File: config.mk
export PLATFORM = sky130hd
export DESIGN_NAME = jk_bank_sequencer
export DESIGN_NICKNAME = d
export VERILOG_FILES = /design/src/rtl/jk_bank_sequencer.sv
export SDC_FILE = /design/constraint.sdc
export NUM_CORES = 1
export LEC_CHECK = 0
export ABC_CLOCK_PERIOD_IN_PS = 1900
export BUFFER_PORTS_ARGS = -buffer_cell sky130_fd_sc_hd__buf_2
export CAP_MARGIN = 20
export CELL_PAD_IN_SITES_DETAIL_PLACEMENT = 2
export CELL_PAD_IN_SITES_GLOBAL_PLACEMENT = 2
export CORE_ASPECT_RATIO = 0.75
export CORE_MARGIN = 2
export CORE_UTILIZATION = 28
export CTS_CLUSTER_SIZE = 30
export DETAILED_ROUTE_END_ITERATION = 6
export PLACE_DENSITY = 0.81
export SLEW_MARGIN = 25
export SYNTH_ARGS = -nofsm -noshare
export SYNTH_HDL_FRONTEND = slang
export SYNTH_SLANG_ARGS = --single-unit
File: constraint.sdc
create_clock -name clk -period 1.9 [get_ports clk]
set_input_delay 0.475 -clock clk [delete_from_list [all_inputs] [get_ports clk]]
set_output_delay 0.475 -clock clk [all_outputs]
set_load 0.01 [all_outputs]
File: src/rtl/jk_bank_sequencer.sv
// jk_bank_sequencer: round-robin arbiter and command sequencer for a bank of
// WIDTH JK flip-flops. One command at a time drives J/K for cnt clock edges,
// then a one-cycle done pulse reports which requester finished.
module jk_bank_sequencer #(
  parameter int WIDTH = 4,
  parameter int CW    = 4
) (
  input  logic             clk,
  input  logic             rst,
  input  logic [1:0]       req,
  input  logic [1:0]       op0,
  input  logic [WIDTH-1:0] mask0,
  input  logic [CW-1:0]    cnt0,
  input  logic [1:0]       op1,
  input  logic [WIDTH-1:0] mask1,
  input  logic [CW-1:0]    cnt1,
  output logic [1:0]       gnt,
  output logic             busy,
  output logic             done,
  output logic             done_id,
  output logic [WIDTH-1:0] j_vec,
  output logic [WIDTH-1:0] k_vec,
  output logic [WIDTH-1:0] q,
  output logic [WIDTH-1:0] qb
);

  typedef enum logic [1:0] {
    IDLE  = 2'd0,
    APPLY = 2'd1,
    DONE  = 2'd2
  } state_t;

  state_t           state;
  state_t           state_nxt;

  // last_id is the requester served most recently; the other one wins a tie
  logic             last_id;
  logic             cur_id;
  logic [1:0]       cur_op;
  logic [WIDTH-1:0] cur_mask;
  logic [CW-1:0]    remain;

  logic             win_id;
  logic [1:0]       win_op;
  logic [WIDTH-1:0] win_mask;
  logic [CW-1:0]    win_cnt;
  logic             take;

  // Pick the winner and mux its command fields
  always_comb begin
    win_id   = (req == 2'b11) ? ~last_id : req[1];
    win_op   = win_id ? op1   : op0;
    win_mask = win_id ? mask1 : mask0;
    win_cnt  = win_id ? cnt1  : cnt0;
    take     = (state == IDLE) && (req != 2'b00);
  end

  // State register
  always_ff @(posedge clk or negedge rst) begin
    if (!rst) begin
      state <= IDLE;
    end else begin
      state <= state_nxt;
    end
  end

  // Next-state logic; a zero count skips APPLY entirely
  always_comb begin
    state_nxt = state;
    case (state)
      IDLE: begin
        if (req != 2'b00) begin
          state_nxt = (win_cnt == '0) ? DONE : APPLY;
        end
      end
      APPLY: begin
        if (remain <= CW'(1)) begin
          state_nxt = DONE;
        end
      end
      DONE: begin
        state_nxt = IDLE;
      end
      default: begin
        state_nxt = IDLE;
      end
    endcase
  end

  // Status and J/K decode; J/K are only driven while applying
  always_comb begin
    j_vec   = '0;
    k_vec   = '0;
    busy    = (state != IDLE);
    done    = (state == DONE);
    done_id = (state == DONE) ? cur_id : 1'b0;
    if (state == APPLY) begin
      j_vec = cur_op[1] ? cur_mask : '0;
      k_vec = cur_op[0] ? cur_mask : '0;
    end
  end

  // Grant, command latch, counter and the JK bank itself
  always_ff @(posedge clk or negedge rst) begin
    if (!rst) begin
      gnt      <= 2'b00;
      last_id  <= 1'b1;
      cur_id   <= 1'b0;
      cur_op   <= 2'b00;
      cur_mask <= '0;
      remain   <= '0;
      q        <= '0;
    end else begin
      gnt <= 2'b00;
      if (take) begin
        gnt      <= win_id ? 2'b10 : 2'b01;
        last_id  <= win_id;
        cur_id   <= win_id;
        cur_op   <= win_op;
        cur_mask <= win_mask;
        remain   <= win_cnt;
      end
      if (state == APPLY) begin
        q      <= (j_vec & ~q) | (~k_vec & q);
        remain <= remain - CW'(1);
      end
    end
  end

  assign qb = ~q;

endmodule

==> results.md, run 1 <==
* Initial core utilization at 0.301
* GRT overflow at 0
* Actual slew at the worst max-slew pin at 0.466 ns
* Clock Tree Buf Depth at 2
* Final #Nets at 174
* Layout cells sized above 1 at 0.429
* Status: finished, final reports clean
* Worst VDD drop at 0.528 mV
* Starting DRT DRC Count at 37
* Post-synth ARST share at 1.00
* Count of final setup violators at 0
* Wire length on met3 at 154 um
* Dpl cell area at 0.00138 mm^2
* Cell area after layout at 0.00146 mm^2
* Most common cell after layout, fill and taps aside: buf_2
* Port buffer count at 44
* Die Area at 0.00456 mm^2
* Sequential fraction of the synthesis area at 0.444
* TritonCTS Buffers at 3
* Syn_nets at 129
* N_diodes at 0
* Gate Count Post-Synth at 103
* DRT Pass-1 Iters at 4
* I/O pin cnt at 45
* Yosys cell types at 39
* Skew-Pair Late Insertion Delay at 0.26 ns
* Synthesized cell area at 0.00113 mm^2
* M1 wire length at 1.60 mm
* Startpoint Class: flop
* Htree depth at 1
* Yosys reg bits at 20
* Syn. warnings at 0
* CTS tree: built
* Most frequent cells in the layout: buf_2 (44), dfrtp_1 (19), and3_1 (8)
* Mean Syn Cell Area at 11.0 um^2
* MaxCap Viol Count at 0
* Dpl hpwl at 2.68 mm
* Clock-pin slew on the worst setup and hold paths at 0.08 ns
* DRC at 0
* CTS Root Cell: clkbuf_8
* DR vias at 1011
* Period utilization at 0.965
* Largest net degree at the start of global routing at 21
* Static Leak at 0.748 nW
* Routed Antenna Nets at 0
* Worst Hold Class: in2async
* Hold-fix buffer count after cts at 0
* Top Layer Used: met4
* CORE AREA at 0.00376 mm^2
* Critical-path cell list: or2_2, buf_2
* Max-slew headroom at 0.690
* Pwr dens at 1730 mW/mm^2
* Die Y at 59.0 um
* Metal2 WL at 1.57 mm
* Sink Count at 20
* CP arrival at 1.36 ns
* CP peak stage delay at 0.45 ns
* FMAX at 545 MHz
* CP Capture Type: output pin
* Vias per cell at 5.08
* RSZ-0062 raised after global routing: false
* EDFF count, synth at 0
* Post-Route Skew at 0.00509 ns
* Worst-path fanout max at 15
* Number of global-route vias before repair at 1056
* # Post-CTS Setup Buffers at 0
* Initial antenna violation count at 0
* Crit Path Class: reg2out
* Reg-to-reg slack, setup at 0.26 ns
* Slowest cell on the critical path: dfrtp_1
* P&R area growth vs syn at 28.9%
* Slew Viols, Final at 0
* Crit path time final at 1.83 ns
* WL per Instance at 16.9 um
* Ys flop type: dfrtp_1
* Global-route wire length before repair at 5.55 mm
* Total Neg Setup Slack at 0 ns
* RD Place Congestion at 0.743
* Final hold vios at 0
* CP Data Required Time at 1.42 ns
* Die Width at 77.4 um
* All-layer global routing usage at 0.158
* Final wirelength at 3.36 mm
* Row cnt at 19
[synth_stat cells, types with 2 or more instances]
cell type  number  area share
nor4_1          2       0.011
a221o_1         6       0.053
nor3_1          2      0.0089
o211ai_1        3       0.020
nor2_1          3       0.010
inv_1           7       0.023
mux2i_1         5       0.044
or2_1           2       0.011
and3_1          8       0.044
o21ai_0         4       0.018
buf_6           2       0.020
nand4_1         4       0.022
a21o_1          2       0.013
o211ai_2        3       0.033
ha_1            2       0.022
dfrtp_1        19        0.42
buf_2           2      0.0089
o21a_1          6       0.040
[path summary, 6_finish.rpt]
kind                               endpoint  startpoint  cells after the start
worst max-delay path                   busy    state[0]                      2
worst min-delay path              remain[2]         rst                      1
worst max register to register       cur_id    state[0]                      3
worst min register to register       cur_id      cur_id                      1
max in group asynchronous           last_id         rst                      1
min in group clk                cur_mask[1]    mask0[1]                      2
[power by group]
group	switching, W	total [W]	leakage, nW	internal, W
clock network	0.000148	0.000429	0.0357	0.000281
logic	0.000678	0.00124	0.468	0.000564
registers	0.000207	0.000851	0.244	0.000644
total	0.00103	0.00252	0.748	0.00149
[final cells by class]
type                            instances  area [um^2]
Inverter                                7         26.3
Sequential cell                        20          502
Timing Repair Buffer                   46          235
Fill cell                             437         2300
Multi-Input combinational cell         70          557
Tap cell                               52         65.1
Clock inverter                          1         30.0
Clock buffer                            3         41.3
[layer usage]
| metal | GRT usage | up-vias |
|---|---|---|
| met1 | 0.220 | 503 |
| li1 | - | 474 |
| met5 | 0 | - |
| met2 | 0.257 | 32 |
| met4 | 0.0306 | 0 |
| met3 | 0.0351 | 2 |
[cell families after synthesis]
group / after synthesis / synth area share
adders and majority gates: 2 / 0.0221
AOI/OAI and AO/OA: 30 / 0.233
muxes: 6 / 0.0543
and+or+nand+nor: 31 / 0.175
buffers and inverters: 14 / 0.0720
DFF: 20 / 0.444
[critical path: cells and delay by family, from the launching register on]
kind                   cells  cell delay, ns
flip-flops                 1            0.45
AND/OR/NAND/NOR            1            0.45
buffers and inverters      1            0.20
[registers in the layout, indices dropped and copies added, names as in the netlist]
signal / count
gnt: 2
last_id: 1
cur_id: 1
cur_mask: 4
state: 2
cur_op: 2
remain: 4
q: 4
[repair_timing]
action | in CTS | in global routing
setup endpoints to repair | 9 | 4
hold endpoints to repair | 0 | 0
gates resized for setup | 2 | 1
cloned | 0 | 1
[stage by stage]
step                       util  hold WS (ns)  cells  setup WS [ns]  total power, W
final                     0.388         0.161    199         0.0657         0.00252
after global routing      0.388         0.189    199        0.00707         0.00274
after CTS                 0.385         0.178    198         0.0414         0.00253
after detailed placement  0.366         0.465    194          0.224         0.00208
after global placement    0.366         0.462    194          0.277         0.00200
after floorplan               -         0.179    103          0.338         0.00172
No activity file was read; power rests on OpenSTA's default activity.
==> run 2, diff against run 1 <==
--- a/config.mk
+++ b/config.mk
@@ -8,7 +8,7 @@
 export ABC_CLOCK_PERIOD_IN_PS = 1900
 export BUFFER_PORTS_ARGS = -buffer_cell sky130_fd_sc_hd__buf_2
 export CAP_MARGIN = 20
-export CELL_PAD_IN_SITES_DETAIL_PLACEMENT = 2
+export CELL_PAD_IN_SITES_DETAIL_PLACEMENT = 1
 export CELL_PAD_IN_SITES_GLOBAL_PLACEMENT = 2
 export CORE_ASPECT_RATIO = 0.75
 export CORE_MARGIN = 2
==> run 2 against run 1 <==
  * Critical path depth unchanged
  * Non-clock buffer count increased by 1
  * First-iteration DRC count grew 81%
  * Clock power hardly changed
  * Flip-flop and latch count unchanged
  * Combinational power barely moved
  * Design area rose by 0.51%
  * Cell count grew 0.50%
  * Hold slack improved by 0.0012 ns
  * Critical endpoint unchanged
  * Largest power group unchanged
  * Fmax rose by 0.62%
  * Sequential power about the same
  * Total power rose by 0.44%
==> results.md, run 2 (synthesis gave the netlist of run 1 again) <==
* Initial core utilization at 0.301 (unchanged)
* Count of final setup violators at 0 (unchanged)
* CP peak stage delay at 0.44 ns (was 0.45 ns)
* Crit Path Class: reg2out (unchanged)
* Final wirelength at 3.26 mm (was 3.36 mm)
* Static Leak at 0.753 nW (was 0.748 nW)
* Status: finished, final reports clean (unchanged)
* Post-layout power at 0.00253 W (was 0.00252 W)
* DRT Pass-1 Iters at 4 (unchanged)
* M1 wire length at 1.64 mm (was 1.60 mm)
* WL per Instance at 16.3 um (was 16.9 um)
* Period utilization at 0.960 (was 0.965)
* Hold-fix buffer count after cts at 0 (unchanged)
* CORE AREA at 0.00376 mm^2 (unchanged)
* Biggest regs: cur_mask: 4 flops, q: 4 flops, remain: 4 flops (unchanged)
* DR vias at 1020 (was 1011)
* I/O pin cnt at 45 (unchanged)
* CTS tree: built (unchanged)
* FMAX at 549 MHz (was 545 MHz)
* Global-route wire length before repair at 5.31 mm (was 5.55 mm)
* Post-Route Skew at 0.00130 ns (was 0.00509 ns)
* Most common cell after layout, fill and taps aside: buf_2 (unchanged)
* Number of global-route vias before repair at 1046 (was 1056)
* N_diodes at 0 (unchanged)
* Final hold vios at 0 (unchanged)
* CTS Root Cell: clkbuf_8 (unchanged)
* Skew-Pair Late Insertion Delay at 0.26 ns (about the same)
* CP Capture Type: output pin (unchanged)
* Die Y at 59.0 um (unchanged)
* Top Layer Used: met4 (unchanged)
* Final hold slack at 0.162 ns (was 0.161 ns)
* P&R area growth vs syn at 29.6% (was 28.9%)
* Routed Antenna Nets at 0 (unchanged)
* Initial antenna violation count at 0 (unchanged)
* Most frequent cells in the layout: buf_2 (44), dfrtp_1 (19), and3_1 (8) (unchanged)
* Worst-path fanout max at 15 (unchanged)
* Worst Hold Class: in2async (unchanged)
* DRC at 0 (unchanged)
* Layout cells sized above 1 at 0.432 (was 0.429)
* Wire length on met3 at 135 um (was 154 um)
* Starting DRT DRC Count at 67 (was 37)
* Clock Tree Buf Depth at 2 (unchanged)
* Pwr dens at 1730 mW/mm^2 (about the same)
* Final #Nets at 175 (was 174)
* Metal2 WL at 1.46 mm (was 1.57 mm)
* Port buffer count at 44 (unchanged)
* RD Place Congestion at 0.743 (unchanged)
* Startpoint Class: flop (unchanged)
* Actual slew at the worst max-slew pin at 0.477 ns (was 0.466 ns)
* Crit path time final at 1.82 ns (was 1.83 ns)
* Slowest cell on the critical path: dfrtp_1 (unchanged)
* Worst VDD drop at 0.534 mV (was 0.528 mV)
* Vias per cell at 5.10 (was 5.08)
* Die Width at 77.4 um (unchanged)
* Total Neg Setup Slack at 0 ns (unchanged)
* Die Area at 0.00456 mm^2 (unchanged)
* Clock-pin slew on the worst setup and hold paths at 0.08 ns (about the same)
* CP Data Required Time at 1.42 ns (about the same)
* GRT overflow at 0 (unchanged)
* Largest net degree at the start of global routing at 21 (unchanged)
* Slew Viols, Final at 0 (unchanged)
* MaxCap Viol Count at 0 (unchanged)
* Htree depth at 1 (unchanged)
* CP arrival at 1.35 ns (was 1.36 ns)
* Dpl hpwl at 2.51 mm (was 2.68 mm)
* Critical-path cell list: or2_2, buf_2 (unchanged)
* All-layer global routing usage at 0.150 (was 0.158)
* Max-slew headroom at 0.682 (was 0.690)
* TritonCTS Buffers at 3 (unchanged)
* Row cnt at 19 (unchanged)
* Sink Count at 20 (unchanged)
[run 2: cell types whose count changed in the layout (fill, tap and decap cells not counted), sizes merged]
| cell | delta |
|---|---|
| buf | +1 |
[run 2: layout make-up]
class / instances / area, um^2
flip-flops and latches: 20 / 502
well taps: 52 / 65.1
clock inverters: 1 / 30.0
clock buffers: 3 / 41.3
repair buffers: 47 / 243
inverters: 7 / 26.3
fillers: 466 / 2290
multi-input cells: 70 / 557
[run 2: worst paths after layout]
| kind | start | endpoint | slack (ns) | cells past startpoint |
|---|---|---|---|---|
| max | state[0] | busy | 0.08 | 2 |
| min | rst | remain[1] | 0.16 | 1 |
| max reg2reg | state[0] | cur_id | 0.29 | 3 |
| min reg2reg | cur_id | cur_id | 0.52 | 1 |
| max in group asynchronous | rst | last_id | 1.39 | 1 |
| min in group clk | op0[0] | cur_op[0] | 0.44 | 2 |
[run 2: power breakdown]
part / leakage [nW] / internal (W) / switching [W]
Combinational: 0.473 / 0.000581 / 0.000673
Clock: 0.0357 / 0.000281 / 0.000147
Sequential: 0.244 / 0.000644 / 0.000207
[run 2: timing repair]
item | 4_1_cts | 5_1_grt
endpoints found under the setup margin | 9 | 7
gates resized for setup | 2 | 1
cloned | 0 | 1
buffers inserted | 0 | 1
[run 2: per-stage QoR]
stage / cell area (um^2) / std cells / worst slack, ns / utilization
after global placement: 1380 / 194 / 0.277 / 0.366
after detailed placement: 1380 / 194 / 0.219 / 0.366
final: 1460 / 200 / 0.0769 / 0.390
after floorplan: 1130 / 103 / 0.338 / -
after CTS: 1450 / 198 / 0.0301 / 0.385
after global routing: 1460 / 200 / -0.0000517 / 0.390
[run 2: worst max-delay path: cells and delay by family, from the launching register on]
kind                   cells  cell delay [ns]
flip-flops                 1             0.44
AND/OR/NAND/NOR            1             0.44
buffers and inverters      1             0.20
[run 2: per-layer routing]
layer / global-route usage / vias up
met2: 0.225 / 32
met1: 0.225 / 505
met5: 0 / -
met4: 0.0383 / 0
li1: - / 479
met3: 0.0274 / 4
==> run 3, diff against run 2 <==
--- a/config.mk
+++ b/config.mk
@@ -5,6 +5,7 @@
 export SDC_FILE = /design/constraint.sdc
 export NUM_CORES = 1
 export LEC_CHECK = 0
+export ABC_AREA = 1
 export ABC_CLOCK_PERIOD_IN_PS = 1900
 export BUFFER_PORTS_ARGS = -buffer_cell sky130_fd_sc_hd__buf_2
 export CAP_MARGIN = 20
@@ -12,10 +13,10 @@
 export CELL_PAD_IN_SITES_GLOBAL_PLACEMENT = 2
 export CORE_ASPECT_RATIO = 0.75
 export CORE_MARGIN = 2
-export CORE_UTILIZATION = 28
+export CORE_UTILIZATION = 26
 export CTS_CLUSTER_SIZE = 30
 export DETAILED_ROUTE_END_ITERATION = 6
-export PLACE_DENSITY = 0.81
+export PLACE_DENSITY = 0.83
 export SLEW_MARGIN = 25
 export SYNTH_ARGS = -nofsm -noshare
 export SYNTH_HDL_FRONTEND = slang
==> run 3 against run 2 <==
  * Die area up 3.9%
  * Register-to-register slack improved by 0.19 ns
  * Global-route usage fell by 2.1 points
  * Combinational power down 4%
  * Clock skew increased by 0.0045 ns
  * Sequential share of layout area rose by 0.33 points
  * Core utilization fell by 3.2 points
  * First-iteration DRC count shrank 69%
  * Flip-flop and latch count unchanged
  * Non-clock buffer count stayed put
  * Via count grew 1.7%
  * Sequential power fell by 9.9%
==> results.md, run 3 <==
* Status: finished, final reports clean (unchanged)
* Top cell type's share of synthesized area at 0.435 (was 0.421)
* All-layer global routing usage at 0.129 (was 0.150)
* Global-route wire length before repair at 4.68 mm (was 5.31 mm)
* Synthesized cell area at 0.00109 mm^2 (was 0.00113 mm^2)
* Mean Syn Cell Area at 8.21 um^2 (was 11.0 um^2)
* CP Data Required Time at 1.42 ns (about the same)
* Flop pwr share at 0.334 (was 0.336)
* Die Area at 0.00474 mm^2 (was 0.00456 mm^2)
* Clock-pin slew on the worst setup and hold paths at 0.08 ns (about the same)
* Reg-to-reg slack, setup at 0.48 ns (was 0.29 ns)
* Die Y at 60.1 um (was 59.0 um)
* Crit path time final at 1.82 ns (about the same)
* Internal at 0.00128 W (was 0.00151 W)
* CTS tree: built (unchanged)
* Top cells by area, synth: dfrtp_1 (44%), nand2_1 (14%), inv_1 (5.2%), nand3_1 (4.6%), o211ai_2 (4.6%) (was dfrtp_1 (42%), a221o_1 (5.3%), and3_1 (4.4%), mux2i_1 (4.4%), o21a_1 (4.0%))
* Reg2reg start: state[1] (was state[0])
* Cells on worst reg2reg path at 7 (was 3)
* MaxCap Viol Count at 0 (unchanged)
* Sw Share at 0.443 (was 0.406)
* Number of global-route vias before repair at 1043 (was 1046)
* Total Neg Setup Slack at 0 ns (unchanged)
* Biggest regs: cur_mask: 4 flops, q: 4 flops, remain: 4 flops (unchanged)
* Period utilization at 0.959 (was 0.960)
* Worst r2r dst: cur_mask[0] (was cur_id)
* Setup crit start: state[0] (unchanged)
* Starting DRT DRC Count at 21 (was 67)
* Slew Viols, Final at 0 (unchanged)
* Die Width at 78.8 um (was 77.4 um)
* Hold-fix buffer count after cts at 0 (unchanged)
* P&R area growth vs syn at 32.8% (was 29.6%)
* Dpl hpwl at 2.36 mm (was 2.51 mm)
* Post-layout power at 0.00230 W (was 0.00253 W)
* Gate Count Post-Synth at 133 (was 103)
* # fillers at 509 (was 466)
* Clock Tree Buf Depth at 2 (unchanged)
* Vias per cell at 4.36 (was 5.10)
* DRT Pass-1 Iters at 4 (unchanged)
* Sequential fraction of the synthesis area at 0.459 (was 0.444)
* RD Place Congestion at 0.762 (was 0.743)
* GRT overflow at 0 (unchanged)
* Psw at 0.00102 W (was 0.00103 W)
* Skew-Pair Late Insertion Delay at 0.26 ns (about the same)
* Routed Antenna Nets at 0 (unchanged)
* Initial antenna violation count at 0 (unchanged)
* CP arrival at 1.35 ns (about the same)
* Final #Nets at 210 (was 175)
* Top Layer Used: met3 (was met4)
* CP Capture Type: output pin (unchanged)
* FMAX at 549 MHz (about the same)
* Dpl cell area at 0.00138 mm^2 (about the same)
* Count of final setup violators at 0 (unchanged)
* Syn_nets at 159 (was 129)
* Largest net degree at the start of global routing at 21 (unchanged)
* Layout cells sized above 1 at 0.404 (was 0.432)
* Sink Count at 20 (unchanged)
* N_diodes at 0 (unchanged)
* Port buffer count at 44 (unchanged)
* Critical path endpoint: k_vec[2] (was busy)
* Worst Hold Class: in2async (unchanged)
* Setup WS post-layout at 0.0775 ns (was 0.0769 ns)
* I/O pin cnt at 45 (unchanged)
* Comb power frac at 0.522 (was 0.495)
* Pwr dens at 1580 mW/mm^2 (was 1730 mW/mm^2)
* EDFF count, synth at 0 (unchanged)
* Most numerous cell in the Yosys netlist: nand2_1 (was dfrtp_1)
* Ys flop type: dfrtp_1 (unchanged)
* TritonCTS Buffers at 3 (unchanged)
* Post-synth top cells: nand2_1 (41), dfrtp_1 (19), inv_1 (15) (was dfrtp_1 (19), and3_1 (8), inv_1 (7))
* M1 wire length at 1.29 mm (was 1.64 mm)
* Multi-input gate area at 512 um^2 (was 557 um^2)
* Final hold vios at 0 (unchanged)
* Final wirelength at 2.90 mm (was 3.26 mm)
* DRC at 0 (unchanged)
* Crit Path Class: reg2out (unchanged)
* Actual slew at the worst max-slew pin at 0.441 ns (was 0.477 ns)
* Yosys cell types at 23 (was 39)
* CTS Root Cell: clkbuf_8 (unchanged)
* Post-synth ARST share at 1.00 (unchanged)
* Htree depth at 1 (unchanged)
* Clock power share at 0.144 (was 0.169)
* Pre-CTS setup slack at 0.326 ns (was 0.219 ns)
* Wire length on met3 at 86 um (was 135 um)
* Most frequent cells in the layout: buf_2 (44), nand2_1 (41), dfrtp_1 (19) (was buf_2 (44), dfrtp_1 (19), and3_1 (8))
* DR vias at 1037 (was 1020)
* Syn. warnings at 0 (unchanged)
* Final hold slack at 0.141 ns (was 0.162 ns)
* Yosys reg bits at 20 (unchanged)
* Row cnt at 20 (was 19)
* Cell area after layout at 0.00145 mm^2 (was 0.00146 mm^2)
* Most common cell after layout, fill and taps aside: buf_2 (unchanged)
* Cell taking the most area after synthesis: dfrtp_1 (unchanged)
* Max-slew headroom at 0.706 (was 0.682)
* Register area at 502 um^2 (unchanged)
* CORE AREA at 0.00405 mm^2 (was 0.00376 mm^2)
* Static Leak at 0.773 nW (was 0.753 nW)
* Metal2 WL at 1.52 mm (was 1.46 mm)
* Worst-path fanout max at 5 (was 15)
* Post-Route Skew at 0.00576 ns (was 0.00130 ns)
* Initial core utilization at 0.269 (was 0.301)
* Startpoint Class: flop (unchanged)
* WL per Instance at 12.2 um (was 16.3 um)
* Worst VDD drop at 0.552 mV (was 0.534 mV)
[run 3: cell types whose count changed in the layout (fill, tap and decap cells not counted), moves of 5 or more]
cell | previous run | this run
nor2_2 | 1 | 6
nand3_1 | 0 | 10
mux2i_1 | 5 | 0
o21a_1 | 6 | 0
inv_1 | 7 | 15
nor2_1 | 3 | 11
and3_1 | 8 | 0
nand2_1 | 1 | 41
a221o_1 | 6 | 0
[run 3: worst min-delay path by stage]
stage                     slack [ns]     end  depth (start not counted)
after CTS                       0.17    q[1]                          1
final                           0.14    q[1]                          1
after floorplan                 0.18  cur_id                          0
after detailed placement        0.45    q[1]                          1
after global routing            0.17    q[1]                          1
after global placement          0.46    q[3]                          1
[run 3: area by class of cell]
cell class                 count  share of cell area
clock buffer                   4              0.0380
inverter                      18              0.0483
multi-input combinational     94               0.353
sequential                    20               0.346
tap                           55              0.0475
timing repair buffer          47               0.167
[run 3: power groups by stage]
| stage | sequential (W) | combinational, W | clock (W) |
|---|---|---|---|
| after floorplan | 0.000775 | 0.000785 | 0 |
| after global placement | 0.000764 | 0.00115 | 0 |
| after detailed placement | 0.000777 | 0.00117 | 0 |
| after CTS | 0.000770 | 0.00118 | 0.000335 |
| after global routing | 0.000794 | 0.00136 | 0.000353 |
| final | 0.000767 | 0.00120 | 0.000331 |
[run 3: what timing repair did]
item                       in CTS  in global routing
setup endpoints to repair       0                  8
gates resized for setup         0                  1
buffers inserted                0                  2
[run 3: layer usage]
metal  vias to the layer above  track usage
met3                         0       0.0317
met5                         -            0
met2                        19        0.230
met4                         0       0.0296
li1                        520            -
met1                       498        0.160
[run 3: cells by family after synthesis]
family | synth area share
adders and majority gates | 0.0229
buffers and inverters | 0.0745
AOI/OAI and AO/OA | 0.104
DFF | 0.459
and+or+nand+nor | 0.339
[run 3: critical path, cell delays in order (launching register included)]
cell	delay (ns)
dfrtp_1	0.42
inv_2	0.08
nor2_4	0.20
nand2_2	0.11
nor2_1	0.13
buf_2	0.15
[run 3: metrics by stage]
stage / utilization / std cells
global placement: 0.340 / 232
finish: 0.358 / 238
CTS: 0.353 / 236
floorplan: - / 133
global route: 0.358 / 238
detailed placement: 0.340 / 232
